===== src/rtl/dff_arb_pkg.sv =====
// rtl/dff_arb_pkg.sv - shared types and helpers for the dff round-robin write arbiter
package dff_arb_pkg;

  typedef enum logic [1:0] {IDLE, GRANT, COMMIT, GAP} arb_state_t;

  localparam int GAP_W = 4;

  function automatic int idx_w(input int n);
    return (n > 1) ? $clog2(n) : 1;
  endfunction

endpackage


===== src/rtl/rr_pick.sv =====
// rtl/rr_pick.sv - combinational round-robin picker: first set req at or after rr_ptr
module rr_pick
  import dff_arb_pkg::*;
#(
  parameter int NUM_REQ = 4,
  localparam int IW = idx_w(NUM_REQ)
) (
  input  logic [NUM_REQ-1:0] req,
  input  logic [IW-1:0]      rr_ptr,
  output logic [IW-1:0]      winner,
  output logic               valid
);

  logic [IW:0]   sum;
  logic [IW-1:0] idx;

  // Scan farthest-first so the candidate nearest rr_ptr is the last one written.
  always_comb begin
    winner = '0;
    valid  = 1'b0;
    sum    = '0;
    idx    = '0;
    for (int k = NUM_REQ - 1; k >= 0; k--) begin
      sum = {1'b0, rr_ptr} + (IW+1)'(k);
      if (sum >= (IW+1)'(NUM_REQ)) begin
        sum = sum - (IW+1)'(NUM_REQ);
      end
      idx = sum[IW-1:0];
      if (req[idx]) begin
        winner = idx;
        valid  = 1'b1;
      end
    end
  end

endmodule


===== src/rtl/dff_rr_write_arbiter.sv =====
// rtl/dff_rr_write_arbiter.sv - round-robin sequencer for the single write port of a shared register
module dff_rr_write_arbiter
  import dff_arb_pkg::*;
#(
  parameter int NUM_REQ = 4,
  parameter int DATA_W  = 8,
  parameter int MIN_GAP = 2,
  parameter logic [DATA_W-1:0] RESET_VAL = '0,
  localparam int IW = idx_w(NUM_REQ)
) (
  input  logic                      clk,
  input  logic                      reset,
  input  logic [NUM_REQ-1:0]        req,
  input  logic [NUM_REQ*DATA_W-1:0] wdata,
  output logic [NUM_REQ-1:0]        gnt,
  output logic [DATA_W-1:0]         q,
  output logic                      upd,
  output logic [IW-1:0]             owner,
  output logic                      busy
);

  arb_state_t          state, state_n;
  logic [NUM_REQ-1:0]  gnt_n;
  logic [DATA_W-1:0]   q_n;
  logic                upd_n;
  logic [IW-1:0]       owner_n;
  logic [IW-1:0]       rr_ptr, rr_ptr_n;
  logic [GAP_W-1:0]    gap_cnt, gap_cnt_n;
  logic [IW-1:0]       pick_idx;
  logic                pick_valid;
  logic [DATA_W-1:0]   wd_arr [NUM_REQ];

  for (genvar i = 0; i < NUM_REQ; i++) begin : g_slice
    assign wd_arr[i] = wdata[i*DATA_W +: DATA_W];
  end

  rr_pick #(.NUM_REQ(NUM_REQ)) u_pick (
    .req    (req),
    .rr_ptr (rr_ptr),
    .winner (pick_idx),
    .valid  (pick_valid)
  );

  assign busy = (state != IDLE);

  always_ff @(posedge clk) begin
    if (reset) begin
      state   <= IDLE;
      gnt     <= '0;
      q       <= RESET_VAL;
      upd     <= 1'b0;
      owner   <= '0;
      rr_ptr  <= '0;
      gap_cnt <= '0;
    end else begin
      state   <= state_n;
      gnt     <= gnt_n;
      q       <= q_n;
      upd     <= upd_n;
      owner   <= owner_n;
      rr_ptr  <= rr_ptr_n;
      gap_cnt <= gap_cnt_n;
    end
  end

  always_comb begin
    state_n   = state;
    gnt_n     = '0;
    q_n       = q;
    upd_n     = 1'b0;
    owner_n   = owner;
    rr_ptr_n  = rr_ptr;
    gap_cnt_n = gap_cnt;
    case (state)
      IDLE: begin
        if (pick_valid) begin
          gnt_n[pick_idx] = 1'b1;
          owner_n         = pick_idx;
          rr_ptr_n        = (pick_idx == IW'(NUM_REQ - 1)) ? '0 : pick_idx + 1'b1;
          state_n         = GRANT;
        end
      end
      GRANT: begin
        // A requester that lets go during its grant forfeits the slot; the pointer still moves on.
        if (req[owner]) begin
          q_n     = wd_arr[owner];
          upd_n   = 1'b1;
          state_n = COMMIT;
        end else begin
          state_n = IDLE;
        end
      end
      COMMIT: begin
        if (MIN_GAP > 0) begin
          gap_cnt_n = GAP_W'(MIN_GAP);
          state_n   = GAP;
        end else begin
          state_n = IDLE;
        end
      end
      GAP: begin
        if (gap_cnt <= GAP_W'(1)) begin
          gap_cnt_n = '0;
          state_n   = IDLE;
        end else begin
          gap_cnt_n = gap_cnt - 1'b1;
        end
      end
      default: state_n = IDLE;
    endcase
  end

endmodule


===== config.mk =====
export PLATFORM = sky130hd
export DESIGN_NAME = dff_rr_write_arbiter
export DESIGN_NICKNAME = d
export VERILOG_FILES = /design/src/rtl/dff_arb_pkg.sv /design/src/rtl/rr_pick.sv /design/src/rtl/dff_rr_write_arbiter.sv
export SDC_FILE = /design/constraint.sdc
export NUM_CORES = 1
export LEC_CHECK = 0
export CAP_MARGIN = 0
export CORE_MARGIN = 1.5
export CORE_UTILIZATION = 42
export DETAILED_ROUTE_END_ITERATION = 8
export PLACE_DENSITY = 0.83
export SYNTH_ARGS = -nofsm -noshare
export SYNTH_HDL_FRONTEND = slang
export SYNTH_SLANG_ARGS = --single-unit

===== constraint.sdc =====
create_clock -name clk -period 2 [get_ports clk]
set_clock_uncertainty 0.1 [all_clocks]
set_input_delay 0.3 -clock clk [delete_from_list [all_inputs] [get_ports clk]]
set_output_delay 0.3 -clock clk [all_outputs]
set_load 0.03 [all_outputs]

Yosys cells after proc, flatten, opt, wreduce, memory -nomap -nowiden
Cells that the tools add are included.

$add $sub $neg: 9. Order comparisons: 13. Eq/ne operators: 6. Multiplexer cells: 35. Bitwise operators: 4. Reductions and logical operators: 9.

Operator list (number): $mux 2 (12); $lt 2x3->1 const B (6); $bmux 8 s2 (1); $mux 8 (2); $ge 3x3->1 const B (4); $mux 1 (11); $bmux 1 s2 (5); $pmux 2 s4 (1); $pmux 4 s2 (1); $sub 2x1->2 const B (4); $add 2x2->3 const B (2); $eq 2x2->1 const B (3); $reduce_and 2->1 (3); $le 4x1->1 const B (1); $mux 4 (1); $ne 2x2->1 const B (2); $reduce_bool 2->1 (2); $sub 4x1->4 const B (1); $add 2x1->3 const B (1); $ge 2x3->1 const B (1); $not 1->1 (3); $not 2->3 (1); $reduce_or 3->1 (1); $add 2x1->2 const B (1); 6 further kinds (6).

Register bits after elaboration: 23. Input port bits: 38. Logic and storage cells: 83.

Logic depth before layout (Yosys ltp)
Depth after elaboration: 13. Depth in mapped cells: 7.

Cells and area by module
From an unflattened synthesis, not the netlist that was laid out.

Cell total of the unflattened synthesis: 128. Area, all modules: 1256.2 µm².

Modules (own cells, without submodules): dff_rr_write_arbiter (times used 1, cells each 115, area each 1178.6 µm²); rr_pick (times used 1, cells each 13, area each 77.6 µm²).

Least setup slack after synthesis
OpenSTA, ideal clock, no wires.

Path kind: flip-flop to flip-flop. Start: reg rr_ptr[1]. End: reg rr_ptr[1]. Setup time: 0.114 ns. Arrival: 1.595 ns. Data required time: 1.786 ns. Slack: 0.191 ns. Cell stages (with the launch flop): 8. Path buffers: 1. Clock period less this slack: 1.809 ns. Cells stage by stage: dfxtp_1 -> clkbuf_1 -> mux2i_1 -> nor2_1 -> nor3_1 -> ha_1 -> mux2i_1 -> nor2_1.

Word-level cells in the longest chain between the ends: 11. Elaborated cells on any way between the ends: 35. Classes of those cells: add/sub (8); order compare (4); eq/ne (1); mux (21); reduce/logical (1).

Ends and longest elaborated chain: from (decl) (RTL line dff_rr_write_arbiter.sv:27) `logic [IW-1:0] rr_ptr, rr_ptr_n;`; from (signal assigned) (RTL line dff_rr_write_arbiter.sv:61) `rr_ptr <= rr_ptr_n;`; $add 2x2->3 (RTL line rr_pick.sv:24) `sum = {1'b0, rr_ptr} + (IW+1)'(k);`; $ge 3x3->1 / $sub 2x1->2 (equally long branches) (RTL line rr_pick.sv:25, rr_pick.sv:26); $mux 2 (RTL line rr_pick.sv:25) `if (sum >= (IW+1)'(NUM_REQ)) begin`; $bmux 1 s2 (RTL line rr_pick.sv:29) `if (req[idx]) begin`; $mux 1 (not written as such) (RTL line rr_pick.sv:29); $mux 2 (4 in a row) (RTL line rr_pick.sv:29); $add 2x1->2 / $eq 2x2->1 (equally long branches) (RTL line dff_rr_write_arbiter.sv:79) `rr_ptr_n = (pick_idx == IW'(NUM_REQ - 1)) ? '0 : pick_idx + 1'b1;`; $mux 2 (RTL line dff_rr_write_arbiter.sv:79).

Parallel ways exist; a longest one is shown, timed or not. The select of a mux whose other input is x is not followed. A chain may end at the register's enable or synchronous reset.

Worst setup path in the final report
Start: reg owner[1]. End: out owner[1].

RTL lines: from (decl) (RTL line dff_rr_write_arbiter.sv:18) `output logic [IW-1:0] owner,`; from (signal assigned) (RTL line dff_rr_write_arbiter.sv:60) `owner <= owner_n;`.

No word-level cell between the ends.

==> flow_summary.toml <==
[power]
switching_share = 0.321
internal_power_mw = 0.827
sequentialPowerShare = 0.437
power.density_nw_per_um2 = 636
switching_power_summed_over_all_nets_mw = 0.391
static_leakage_nw = 0.747
ir_worst_vdd_uv = 475
clock_power_share = 0.178
post-layout-total-power_mw = 1.22
comb_power_share = 0.385

[cells_and_area]
finalNonFillerCells = 219
drive_gt1_frac = 0.0914
final_common_cell = "sky130_fd_sc_hd__clkdlybuf4s50_1"
num-nets-final = 231
area_delta_synth_final_pct = 46.7
n_antenna_cell = 0
final_cell_mix = "sky130_fd_sc_hd__clkdlybuf4s50_1, sky130_fd_sc_hd__dfxtp_1, sky130_fd_sc_hd__nor2_1, sky130_fd_sc_hd__mux2i_1, sky130_fd_sc_hd__a21oi_1"

[global_routing]
grt_antenna_before_repair = 0
number_of_global_route_vias_before_repair = 1150
wire_length_of_the_first_global_routing_pass_microns = 5070
grt_use_total = 0.194
grt_start_max_net_pins = 14
overflow = 0

[synth]
asyncSetResetFlopFracSynth = 0
synth_largest_area_cell = "sky130_fd_sc_hd__dfxtp_1"
synth.top_cell.area_share = 0.352
synth_sequential_area_ratio = 0.352
top_cells_by_area_in_the_synthesized_netlist = "sky130_fd_sc_hd__dfxtp_1, sky130_fd_sc_hd__mux4_1, sky130_fd_sc_hd__mux2i_1, sky130_fd_sc_hd__ha_1, sky130_fd_sc_hd__nor2_1"
syn-num-nets = 170
synth.cell_area_sq_um = 1310
post_synth_inst_count = 126
number_of_flops_mapped_to_enable_cells_by_yosys = 0
postSynthAreaPerCell_sq_um = 10.4
synth.lib_cells_used.distinct = 31
yosys_warnings = 0
ys_seq_elements = 23
prevailing_post_synth_register_cell = "sky130_fd_sc_hd__dfxtp_1"

[die]
fp.dieH_microns = 58.8
initial_core_util = 0.435
floorplan.rows = 20
dieArea_sq_um = 3450
core_sq_um = 3000
io-pin-count = 54
die_width_microns = 58.8

[worst_setup_path]
critical_path.top_delay_family = "buffers and inverters"
timing.critical_path.slowest_stage_cell = "sky130_fd_sc_hd__clkdlybuf4s50_1"
critical_path.reg2reg.endpoint = "rr_ptr[1]"
critical_path.reg2reg.startpoint = "rr_ptr[1]"
worst-setup-path-type = "reg2out"
critical_path.max_fanout = 5
path_cells = "clkdlybuf4s50_1"
setup.reg_to_reg.worst_slack_ns = 0.22
cp_data_required_time_ns = 1.60
worstPathBufferInverterCount = 1
worstPathArrival_ns = 1.48
worst-r2r-cell-count = 7
slowest_delay_ns = 0.71
critPathCaptureType = "output pin"
critPathLaunchType = "flop"

[sta]
fmax_mhz = 533
setup_viol = 0
worst_pin_slew_ns = 0.467
final_period_minus_worst_setup_slack_ns = 1.88
fin_crit_sh = 0.938
max-slew-margin-rel = 0.685
grt_setup_unrepaired = "no"
timing_hold_violations_final = 0
final_max_slew_viol_count = 0

[cts]
clockBufferDepth = 2
clock_buffers_created_by_tritoncts = 3
holdBufCountCts = 0
htree_levels = 1
post-cts-setup-buffer-count = 0
clock_root_buffer = "sky130_fd_sc_hd__clkbuf_4"
clock-sinks = 23
clock_tree_from_tritoncts = "yes"
cts_repair_resize_count = 1
clkLatencyLatePin_ns = 0.32
cts_clock_pin_slew_for_the_worst_setup_and_hold_paths_ns = 0.13

[drt]
drtIter0Drc = 21
ant_nets = 0
total_length_of_routed_wires_microns = 3210
wl_per_cell_microns = 14.6
remaining_drc_errors = 0
drt_pre_antenna_iters = 4
route.detailed.vias_per_inst = 5.31
vias = 1163

[placed_design]
portBuffers = 53
detailedPlacementHpwl_microns = 2600
finalWeightedCongestion = 0.795
place.detailed.instances = 215

[worst_hold_path]
hold-path-cell-count = 2
timing.hold.worst.start = "q[2]"
hp-class = "reg2reg"
worstHoldEndpoint = "q[2]"

[job]
maxCapViolations = 0

[outcome]
status = "finished, final reports clean"
==> sequential cells by signal, indices dropped and copies added (netlist names), named ones only <==
name and flops:
q 8, state 1, gnt 4, upd 1, rr_ptr 2, gap_cnt 4, owner 2
==> final cells by class <==
cell class,count,area (sq um)
fillers,244,1090
multi-input cells,87,737
repair buffers,63,617
flip-flops and latches,23,460
well taps,33,41.3
inverters,9,33.8
clock buffers,3,22.5
clock inverters,1,5.00
==> cells by family (layout without fill, tap and decap cells) <==
group / count (synthesis) / in the layout / synth area share
AOI/OAI and AO/OA: 21 / 21 / 0.102
adders and majority gates: 6 / 6 / 0.0575
buffers and inverters: 16 / 76 / 0.0833
DFF: 23 / 23 / 0.352
muxes: 21 / 21 / 0.259
and+or+nand+nor: 39 / 39 / 0.146
==> per-stage QoR <==
step,area [sq um],setup TNS [ns],setup WS (ns),hold slack (ns),util
detailed placement,1890,-0.0587,-0.0526,0.383,0.630
floorplan,1310,0,0.191,0.360,-
finish,1920,0,0.125,0.406,0.638
CTS,1920,0,0.113,0.415,0.638
global route,1920,0,0.0509,0.429,0.638
global placement,1890,0,0.0189,0.375,0.630
==> layer usage <==
metal | GRT usage | share of wire | up-vias
met5 | 0 | 0 | -
met4 | 0.0584 | 0.012 | 0
met3 | 0.0681 | 0.094 | 6
met2 | 0.349 | 0.48 | 55
met1 | 0.212 | 0.41 | 525
li1 | - | - | 577
==> worst max path at each step <==
| stage | from | to | slack (ns) | cells past startpoint |
|---|---|---|---|---|
| 2_1_floorplan | rr_ptr[1] | rr_ptr[1] | 0.19 | 7 |
| 3_3_place_gp | req[0] | rr_ptr[1] | 0.02 | 7 |
| 3_5_place_dp | req[0] | rr_ptr[1] | -0.05 | 8 |
| 4_1_cts | owner[1] | owner[1] | 0.11 | 1 |
| 5_1_grt | owner[1] | owner[1] | 0.05 | 1 |
| 6_report | owner[1] | owner[1] | 0.12 | 1 |
==> synth_stat cells, types with 2 or more instances <==
library cell / instances
sky130_fd_sc_hd__dfxtp_1: 23
sky130_fd_sc_hd__nor2_1: 20
sky130_fd_sc_hd__mux2i_1: 12
sky130_fd_sc_hd__a21oi_1: 10
sky130_fd_sc_hd__inv_1: 9
sky130_fd_sc_hd__mux4_1: 7
sky130_fd_sc_hd__ha_1: 6
sky130_fd_sc_hd__and2_1: 4
sky130_fd_sc_hd__clkbuf_8: 3
sky130_fd_sc_hd__nand2_1: 3
sky130_fd_sc_hd__o21ai_0: 3
sky130_fd_sc_hd__a211oi_1: 2
sky130_fd_sc_hd__buf_6: 2
sky130_fd_sc_hd__nand4_1: 2
sky130_fd_sc_hd__nor3_1: 2
sky130_fd_sc_hd__nor3b_1: 2
sky130_fd_sc_hd__or2_1: 2
==> power by group through the flow <==
| stage | Clock (mW) | Combinational (mW) | Sequential (mW) |
|---|---|---|---|
| final | 0.217 | 0.469 | 0.532 |
| after floorplan | 0 | 0.235 | 0.583 |
| after global placement | 0 | 0.458 | 0.539 |
| after global routing | 0.249 | 0.508 | 0.537 |
| after CTS | 0.227 | 0.473 | 0.531 |
| after detailed placement | 0 | 0.474 | 0.541 |
Note: power is estimated with default switching activity, not from simulation.
